File: config.mk
export PLATFORM = sky130hd
export DESIGN_NAME = alu_rr_sequencer_flat
export DESIGN_NICKNAME = d
export VERILOG_FILES = /design/src/rtl/alu_pkg.sv /design/src/rtl/alu_rr_sequencer_if.sv /design/src/rtl/alu_core.sv /design/src/rtl/alu_rr_sequencer.sv /design/src/flat_wrapper.sv
export SDC_FILE = /design/constraint.sdc
export NUM_CORES = 1
export LEC_CHECK = 0
export CORE_ASPECT_RATIO = 1.5
export CORE_MARGIN = 2
export CORE_UTILIZATION = 61
export DETAILED_ROUTE_END_ITERATION = 12
export GPL_ROUTABILITY_DRIVEN = 0
export PLACE_DENSITY = 0.86
export SYNTH_ARGS = -nofsm -noshare
export SYNTH_HDL_FRONTEND = slang
export SYNTH_SLANG_ARGS = --single-unit
File: constraint.sdc
create_clock -name clk -period 24 [get_ports clk]
set_input_delay 3.6 -clock clk [delete_from_list [all_inputs] [get_ports clk]]
set_output_delay 3.6 -clock clk [all_outputs]
set_load 0.01 [all_outputs]
File: src/rtl/alu_pkg.sv
// Shared definitions for the round-robin ALU sequencer: opcodes and FSM states.
package alu_pkg;

  localparam logic [2:0] OP_ADD = 3'b000;
  localparam logic [2:0] OP_SUB = 3'b001;
  localparam logic [2:0] OP_MUL = 3'b010;
  localparam logic [2:0] OP_DIV = 3'b011;
  localparam logic [2:0] OP_AND = 3'b100;
  localparam logic [2:0] OP_OR  = 3'b101;

  typedef enum logic [1:0] {
    IDLE = 2'd0,
    EXEC = 2'd1,
    RESP = 2'd2
  } state_t;

endpackage

File: src/rtl/alu_rr_sequencer_if.sv
// Command (two requesters) and response channels of the ALU sequencer.
interface alu_rr_sequencer_if #(parameter int DW = 4) ();

  logic [1:0]      req_valid;
  logic [1:0]      req_ready;
  logic [2:0]      req0_op;
  logic [DW-1:0]   req0_a;
  logic [DW-1:0]   req0_b;
  logic [2:0]      req1_op;
  logic [DW-1:0]   req1_a;
  logic [DW-1:0]   req1_b;
  logic            rsp_valid;
  logic            rsp_ready;
  logic            rsp_id;
  logic [2*DW-1:0] rsp_result;
  logic            rsp_err;

  modport master (
    output req_valid, req0_op, req0_a, req0_b, req1_op, req1_a, req1_b, rsp_ready,
    input  req_ready, rsp_valid, rsp_id, rsp_result, rsp_err
  );

  modport slave (
    input  req_valid, req0_op, req0_a, req0_b, req1_op, req1_a, req1_b, rsp_ready,
    output req_ready, rsp_valid, rsp_id, rsp_result, rsp_err
  );

endinterface

File: src/rtl/alu_core.sv
// Combinational ALU: operands zero-extended to 2*DW, err on div-by-zero or illegal op.
module alu_core
  import alu_pkg::*;
#(
  parameter int DW = 4
) (
  input  logic [2:0]      op,
  input  logic [DW-1:0]   a,
  input  logic [DW-1:0]   b,
  output logic [2*DW-1:0] result,
  output logic            err
);

  logic [2*DW-1:0] ax;
  logic [2*DW-1:0] bx;

  assign ax = {{DW{1'b0}}, a};
  assign bx = {{DW{1'b0}}, b};

  // Opcode decode and arithmetic
  always_comb begin
    result = '0;
    err    = 1'b0;
    case (op)
      OP_ADD: result = ax + bx;
      OP_SUB: result = ax - bx;
      OP_MUL: result = ax * bx;
      OP_DIV: begin
        if (bx == '0) begin
          result = '1;
          err    = 1'b1;
        end else begin
          result = ax / bx;
        end
      end
      OP_AND: result = ax & bx;
      OP_OR:  result = ax | bx;
      default: begin
        result = '0;
        err    = 1'b1;
      end
    endcase
  end

endmodule

File: src/rtl/alu_rr_sequencer.sv
// Round-robin arbiter feeding one registered ALU; IDLE -> EXEC -> RESP per command.
module alu_rr_sequencer
  import alu_pkg::*;
#(
  parameter int DW = 4
) (
  input  logic             clk,
  input  logic             rst,
  alu_rr_sequencer_if.slave bus
);

  state_t          state;
  state_t          next_state;
  logic            last_grant;
  logic            grant;
  logic            any_valid;
  logic [1:0]      req_ready;

  logic            id_q;
  logic [2:0]      op_q;
  logic [DW-1:0]   a_q;
  logic [DW-1:0]   b_q;

  logic            rsp_id_q;
  logic [2*DW-1:0] rsp_result_q;
  logic            rsp_err_q;

  logic [2*DW-1:0] core_result;
  logic            core_err;

  assign any_valid = |bus.req_valid;

  // Grant: sole requester wins, on a tie the one not served last
  always_comb begin
    if (&bus.req_valid) grant = ~last_grant;
    else                grant = bus.req_valid[1];
  end

  // Next-state and command-accept decode
  always_comb begin
    next_state = state;
    req_ready  = '0;
    case (state)
      IDLE: begin
        if (any_valid && !rst) begin
          req_ready[grant] = 1'b1;
          next_state       = EXEC;
        end
      end
      EXEC: next_state = RESP;
      RESP: if (bus.rsp_ready) next_state = IDLE;
      default: next_state = IDLE;
    endcase
  end

  // FSM state register
  always_ff @(posedge clk) begin
    if (rst) state <= IDLE;
    else     state <= next_state;
  end

  // Command latch on accept, result capture in EXEC
  always_ff @(posedge clk) begin
    if (rst) begin
      last_grant   <= 1'b1;
      id_q         <= 1'b0;
      op_q         <= '0;
      a_q          <= '0;
      b_q          <= '0;
      rsp_id_q     <= 1'b0;
      rsp_result_q <= '0;
      rsp_err_q    <= 1'b0;
    end else begin
      if (state == IDLE && any_valid) begin
        id_q       <= grant;
        last_grant <= grant;
        op_q       <= grant ? bus.req1_op : bus.req0_op;
        a_q        <= grant ? bus.req1_a  : bus.req0_a;
        b_q        <= grant ? bus.req1_b  : bus.req0_b;
      end
      if (state == EXEC) begin
        rsp_id_q     <= id_q;
        rsp_result_q <= core_result;
        rsp_err_q    <= core_err;
      end
    end
  end

  alu_core #(.DW(DW)) u_core (
    .op     (op_q),
    .a      (a_q),
    .b      (b_q),
    .result (core_result),
    .err    (core_err)
  );

  assign bus.req_ready  = req_ready;
  assign bus.rsp_valid  = (state == RESP);
  assign bus.rsp_id     = rsp_id_q;
  assign bus.rsp_result = rsp_result_q;
  assign bus.rsp_err    = rsp_err_q;

endmodule

File: src/flat_wrapper.sv
// flat-port wrapper written by rule: the top's interface ports become plain ports
module alu_rr_sequencer_flat import alu_pkg::*;
#(
  parameter int DW = 4
)
  (clk, rst, bus_req_valid, bus_req0_op, bus_req0_a, bus_req0_b, bus_req1_op, bus_req1_a, bus_req1_b, bus_rsp_ready, bus_req_ready, bus_rsp_valid, bus_rsp_id, bus_rsp_result, bus_rsp_err);
  alu_rr_sequencer_if #(.DW(DW)) bus_i ();
  input  logic clk;
  input  logic rst;
  input wire logic [$bits(bus_i.req_valid)-1:0] bus_req_valid;
  input wire logic [$bits(bus_i.req0_op)-1:0] bus_req0_op;
  input wire logic [$bits(bus_i.req0_a)-1:0] bus_req0_a;
  input wire logic [$bits(bus_i.req0_b)-1:0] bus_req0_b;
  input wire logic [$bits(bus_i.req1_op)-1:0] bus_req1_op;
  input wire logic [$bits(bus_i.req1_a)-1:0] bus_req1_a;
  input wire logic [$bits(bus_i.req1_b)-1:0] bus_req1_b;
  input wire logic [$bits(bus_i.rsp_ready)-1:0] bus_rsp_ready;
  output wire logic [$bits(bus_i.req_ready)-1:0] bus_req_ready;
  output wire logic [$bits(bus_i.rsp_valid)-1:0] bus_rsp_valid;
  output wire logic [$bits(bus_i.rsp_id)-1:0] bus_rsp_id;
  output wire logic [$bits(bus_i.rsp_result)-1:0] bus_rsp_result;
  output wire logic [$bits(bus_i.rsp_err)-1:0] bus_rsp_err;
  assign bus_i.req_valid = bus_req_valid;
  assign bus_i.req0_op = bus_req0_op;
  assign bus_i.req0_a = bus_req0_a;
  assign bus_i.req0_b = bus_req0_b;
  assign bus_i.req1_op = bus_req1_op;
  assign bus_i.req1_a = bus_req1_a;
  assign bus_i.req1_b = bus_req1_b;
  assign bus_i.rsp_ready = bus_rsp_ready;
  assign bus_req_ready = bus_i.req_ready;
  assign bus_rsp_valid = bus_i.rsp_valid;
  assign bus_rsp_id = bus_i.rsp_id;
  assign bus_rsp_result = bus_i.rsp_result;
  assign bus_rsp_err = bus_i.rsp_err;
  alu_rr_sequencer #(.DW(DW)) u_core (.clk(clk), .rst(rst), .bus(bus_i));
endmodule
==> impl_metrics.yaml, run 1 <==
finish:
  postLayoutCoreUtil: 0.7243
  regArea_sq_um: 500.5
  drive_gt1_frac: 0.05418
  multi_input_area_sq_um: 2562
  stdcell_count: 511
  nFillCells: 415
  nets: 530
  n_antenna_cell: 0
  area_growth_pct: 14.43
clocking:
  path_clk_slew_ns: 0.09
  post_cts_buffers: 0
  numCtsBuffers: 3
  cts_tree: "done"
  clock_latency_ns: 0.27
  root_buffer: "clkbuf_8"
  cts.path.max_buffers: 2
  h-tree-depth: 1
  cts-resized-gates: 0
  hold_buffers: 0
  cts.sinks: 25
route:
  routed_wl_um: 8779
  antenna_left: 0
  viasPerCell: 6.403
  drcViolationCount: 0
  vias: 3272
  drt_pass1_iterations: 6
  drt_iter0_markers: 299
  wl_per_cell_um: 17.18
die:
  ios: 40
  die_w_um: 63.78
  fp.dieH_um: 93.67
  die_area_sq_um: 5973
  initial_core_util: 0.6330
  rows: 32
  design.core.area_sq_um: 5165
synth:
  synth_edf_count: 0
  seq_area_frac_synth: 0.1531
  synth_seq_cells: 25
  netlist_instances: 411
  synthFlopType: "dfxtp_1"
  async_flop_share: 0
  synth_warnings: 0
  yosys.cell_types.count: 63
  syn-mean-instance-area_sq_um: 7.955
  syn_area_sq_um: 3269
timing:
  slew_headroom: 0.4171
  fin_crit_sh: 0.4266
  clock-skew-final_ns: 0.005159
  tns_ns: 0
  tightest_slew_ns: 0.8711
  setup_slack_ns: 13.76
  post-route-min-period_ns: 10.24
  grt_setup_unrepaired: "false"
  hold_viol_final: 0
  setup_viol: 0
  fmax_mhz: 97.67
  slew_violations: 0
flow_run:
  cap_violations: 0
place:
  io_buffers: 39
  dpl_worst_slack_ns: 13.82
  dpl.hpwl_um: 6943
  placed_cells: 507
global_routing:
  use_met3: 0.02758
  busiest_layer: "met2"
  grt_overflow: 0
  grt.met1_usage: 0.3276
  grt_max_degree: 23
  grt_util_met2: 0.5588
  track_usage: 0.3040
  antenna_found_initial: 0
  grt_pass1_wl_um: 14550
  grt_pass1_vias: 3224
setup_path:
  worstPathRequired_ns: 24.15
  r2r_start: "u_core.b_q[0]$_SDFFE_PP0P_"
  slowest_stage: "dfxtp_1"
  critPathKind: "reg -> reg"
  cp_data_arrival_time_ns: 10.39
  end_kind: "flop"
  startpoint: "u_core.b_q[0]$_SDFFE_PP0P_"
  r2r_cells: 40
  cp-start-kind: "flop"
  reg2reg_slack_ns: 13.76
  worstSetupEndpoint: "u_core.bus.rsp_result[0]$_SDFFE_PP0N_"
  crit_top_cell: "ha_1"
  cp_max_fo: 10
  max_stage_delay_ns: 0.64
  r2r-end: "u_core.bus.rsp_result[0]$_SDFFE_PP0N_"
run_status:
  status: "finished clean"
min_path:
  hp-class: "reg -> reg"
-- state kept, by name (all words and copies together) (netlist names) --
register               cells
u_core.op_q                3
u_core.bus.rsp_id          1
u_core.bus.rsp_result      8
u_core.bus.rsp_err         1
u_core.last_grant          1
u_core.state               2
u_core.id_q                1
u_core.a_q                 4
u_core.b_q                 4
-- routing by layer --
metal	wire length (um)	share of wire	vias to the layer above
met5	0	0	-
li1	-	-	1552
met3	400	0.046	39
met4	472	0.054	0
met2	4443	0.51	137
met1	3462	0.39	1544
-- worst min path at each step --
stage	startpoint	end	cells after the start
3_3_place_gp	u_core.last_grant$_SDFFE_PP1P_	u_core.last_grant$_SDFFE_PP1P_	2
2_1_floorplan	u_core.last_grant$_SDFFE_PP1P_	u_core.last_grant$_SDFFE_PP1P_	2
6_report	u_core.last_grant$_SDFFE_PP1P_	u_core.last_grant$_SDFFE_PP1P_	2
3_5_place_dp	u_core.last_grant$_SDFFE_PP1P_	u_core.last_grant$_SDFFE_PP1P_	2
5_1_grt	u_core.last_grant$_SDFFE_PP1P_	u_core.last_grant$_SDFFE_PP1P_	2
4_1_cts	u_core.last_grant$_SDFFE_PP1P_	u_core.last_grant$_SDFFE_PP1P_	2
-- final cells by class --
type                    instances  area share
clock inverters                 1    0.002007
well taps                      68     0.02274
flip-flops and latches         25      0.1338
repair buffers                 40      0.1064
clock buffers                   3     0.01104
multi-input cells             335      0.6850
inverters                      39     0.03913
-- worst max-delay path, delay by kind of cell (launching register included) --
family / cells / cell delay (ns)
adder cells (fa/ha/maj): 6 / 2.02
buffers and inverters: 2 / 0.52
AO/OA/AOI/OAI: 17 / 3.91
multiplexers: 3 / 1.02
flip-flops: 1 / 0.64
AND/OR/NAND/NOR: 12 / 2.01
-- synth_stat cells, drive strengths merged (2+ instances only) --
cell type	number	area [sq um]
nand2b	6	37.54
a21oi	33	176.4
a22oi	3	22.52
nor2	38	142.6
a222oi	11	110.1
and3	5	32.53
a311o	2	21.27
nor4	4	40.04
nor3b	2	15.01
xor2	6	52.55
inv	39	146.4
xnor2	9	78.83
nand3b	2	15.01
fa	6	120.1
or3	2	17.52
clkbuf	13	48.80
mux2i	5	50.05
nand3	7	35.03
o21ai	21	108.9
o2111ai	2	35.04
a221oi	2	17.52
a2111oi	2	36.29
dfxtp	25	500.5
a211oi	4	30.03
ha	53	663.1
o22ai	3	32.53
nand2	31	118.9
mux2	4	52.55
nand4	3	25.02
a21o	9	67.56
nor2b	10	62.56
o21a	7	60.05
buf	2	22.52
a31o	2	17.52
o211ai	6	45.04
o31ai	4	35.03
nor3	17	85.08
-- cell usage in the layout, fill, tap and decap left out, drive strengths merged, types with 4 or more instances in the layout --
cell | netlist | layout
a211oi | 4 | 4
a21o | 9 | 9
a21oi | 33 | 33
a222oi | 11 | 11
and3 | 5 | 5
clkdlybuf4s50 | 0 | 39
conb | 1 | 4
dfxtp | 25 | 25
fa | 6 | 6
ha | 53 | 53
inv | 39 | 39
mux2 | 4 | 4
mux2i | 5 | 5
nand2 | 31 | 31
nand2b | 6 | 6
nand3 | 7 | 7
nor2 | 38 | 38
nor2b | 10 | 10
nor3 | 17 | 17
nor4 | 4 | 4
o211ai | 6 | 6
o21a | 7 | 7
o21ai | 21 | 21
o31ai | 4 | 4
xnor2 | 9 | 9
xor2 | 6 | 6
-- through the flow --
| stage | hold WS (ns) | area (sq um) |
|---|---|---|
| 2_1_floorplan | 0.4258 | 3281 |
| 3_3_place_gp | 0.4370 | 3692 |
| 3_5_place_dp | 0.4405 | 3692 |
| 4_1_cts | 0.4555 | 3741 |
| 5_1_grt | 0.4821 | 3741 |
| 6_report | 0.4569 | 3741 |
-- logic make-up after synthesis --
logic type	Yosys count	synth area share
adders and majority gates	59	0.2396
AOI/OAI and AO/OA	117	0.2652
muxes	9	0.03138
xor gates and xnor gates	15	0.04018
other	1	0.001147
DFF	25	0.1531
buffers and inverters	54	0.06659
and+or+nand+nor	131	0.2028
Power of run 1 is not shown: default switching activity piles up to over one toggle a cycle in this logic, so the estimate is an artifact.
==> run 2, diff against run 1 <==
--- a/config.mk
+++ b/config.mk
@@ -7,10 +7,10 @@
 export LEC_CHECK = 0
 export CORE_ASPECT_RATIO = 1.5
 export CORE_MARGIN = 2
-export CORE_UTILIZATION = 61
+export CORE_UTILIZATION = 57
 export DETAILED_ROUTE_END_ITERATION = 12
 export GPL_ROUTABILITY_DRIVEN = 0
-export PLACE_DENSITY = 0.86
+export PLACE_DENSITY = 0.81
 export SYNTH_ARGS = -nofsm -noshare
 export SYNTH_HDL_FRONTEND = slang
 export SYNTH_SLANG_ARGS = --single-unit
==> constraint.sdc (replaced) <==
create_clock -name clk -period 10 [get_ports clk]
set_input_delay 1.5 -clock clk [delete_from_list [all_inputs] [get_ports clk]]
set_output_delay 1.5 -clock clk [all_outputs]
set_load 0.01 [all_outputs]
==> impl_metrics.yaml, run 2 (synthesis gave the netlist of run 1 again) <==
finish:
  layout_commonest_cell: "ha_1"
  nets: 534
  n_antenna_cell: 0
  final_cell_mix: "53 x ha_1, 39 x inv_1, 39 x clkdlybuf4s50_1"
  stdcell_count: 517
  postLayoutCoreUtil: 0.6961
  largest_reg_flops: 8
  area_growth_pct: 16.92
  drive_gt1_frac: 0.08277
place:
  placed_cells: 513
  io_buffers: 39
  dpl.hpwl_um: 7032
setup_path:
  worstPathRequired_ns: 10.15
  critPathKind: "reg -> reg"
  reg2reg_slack_ns: 0.77
  end_kind: "flop"
  crit_top_cell: "ha_1"
  cp_data_arrival_time_ns: 9.38
  cp_max_fo: 10
  max_stage_delay_ns: 0.42
  slowest_stage: "a311o_1"
  cp-start-kind: "flop"
global_routing:
  use_met3: 0.02674
  grt_overflow: 0
  antenna_found_initial: 0
  grt_pass1_vias: 3239
  grt.met1_usage: 0.3147
  grt_pass1_wl_um: 14790
  grt_max_degree: 23
  grt_util_met2: 0.5245
  track_usage: 0.2893
  busiest_layer: "met2"
clocking:
  root_buffer: "clkbuf_8"
  cts.path.max_buffers: 2
  cts.sinks: 25
  numCtsBuffers: 3
  clock_latency_ns: 0.27
  post_cts_buffers: 0
  cts_tree: "done"
  h-tree-depth: 1
  path_clk_slew_ns: 0.09
die:
  design.core.area_sq_um: 5492
  rows: 33
  fp.dieH_um: 96.76
  initial_core_util: 0.5954
  die_w_um: 65.84
  ios: 40
  die_area_sq_um: 6370
min_path:
  hp-class: "reg -> reg"
timing:
  fmax_mhz: 108.4
  post-route-min-period_ns: 9.228
  tightest_slew_ns: 0.8712
  fin_crit_sh: 0.9228
  slew_violations: 0
  hold-worst-slack_ns: 0.4539
  hold_viol_final: 0
  tns_ns: 0
  slew_headroom: 0.4170
  setup_viol: 0
  clock-skew-final_ns: 0.003981
flow_run:
  cap_violations: 0
route:
  viasPerCell: 6.116
  wl_per_cell_um: 17.18
  vias: 3162
  drt_pass1_iterations: 4
  antenna_left: 0
  routed_wl_um: 8880
  drt_iter0_markers: 214
  drcViolationCount: 0
run_status:
  status: "finished clean"
[run 2: changes by cell type in the layout (fill, tap and decap cells not counted), sizes merged]
cell	before	now
buf	1	5
[run 2: area by class of cell]
type	count	area [sq um]
Multi-Input combinational cell	335	2609
Fill cell	467	1669
Sequential cell	25	503.0
Timing Repair Buffer	44	427.9
Inverter	39	146.4
Tap cell	70	87.58
Clock buffer	3	41.29
Clock inverter	1	7.507
[run 2: worst max-delay path: cells and delay by family (launching register included)]
kind / cells / cell delay [ns]
flops: 1 / 0.35
simple gates: 12 / 1.92
mux: 3 / 0.85
buf+inv: 2 / 0.32
compound gates: 17 / 3.75
fa+ha+maj: 6 / 1.88
[run 2: layer usage]
layer	wire, um	share of wire
met1	3422	0.39
met2	4609	0.52
met3	396	0.045
met4	452	0.051
met5	0	0
[run 2: what timing repair did]
item / 4_1_cts / 5_1_grt
hold buffers: 0 / 0
setup endpoints to repair: 0 / 1
gates resized for setup: 0 / 13
[run 2: path summary, 6_finish.rpt]
path                                                startpoint                                    end  cells past startpoint
worst max-delay path                u_core.b_q[0]$_SDFFE_PP0P_  u_core.bus.rsp_result[0]$_SDFFE_PP0N_                     40
worst min register to register  u_core.last_grant$_SDFFE_PP1P_         u_core.last_grant$_SDFFE_PP1P_                      2
worst min-delay path            u_core.last_grant$_SDFFE_PP1P_         u_core.last_grant$_SDFFE_PP1P_                      2
worst max register to register      u_core.b_q[0]$_SDFFE_PP0P_  u_core.bus.rsp_result[0]$_SDFFE_PP0N_                     40
[run 2: stage by stage]
stage | setup slack [ns] | area [sq um]
finish | 0.7719 | 3822
global route | -0.01453 | 3822
detailed placement | 0.3083 | 3725
global placement | 0.7575 | 3725
CTS | 0.2682 | 3774
floorplan | 1.242 | 3281
Power of run 2 is left out for the same reason.
==> run 3, diff against run 2 <==
--- a/config.mk
+++ b/config.mk
@@ -5,6 +5,7 @@
 export SDC_FILE = /design/constraint.sdc
 export NUM_CORES = 1
 export LEC_CHECK = 0
+export CAP_MARGIN = 20
 export CORE_ASPECT_RATIO = 1.5
 export CORE_MARGIN = 2
 export CORE_UTILIZATION = 57
==> results of run 3 <==
No change in the layout: final DEF, timing and power equal those of run 2.
Power of run 3 is left out for the same reason.
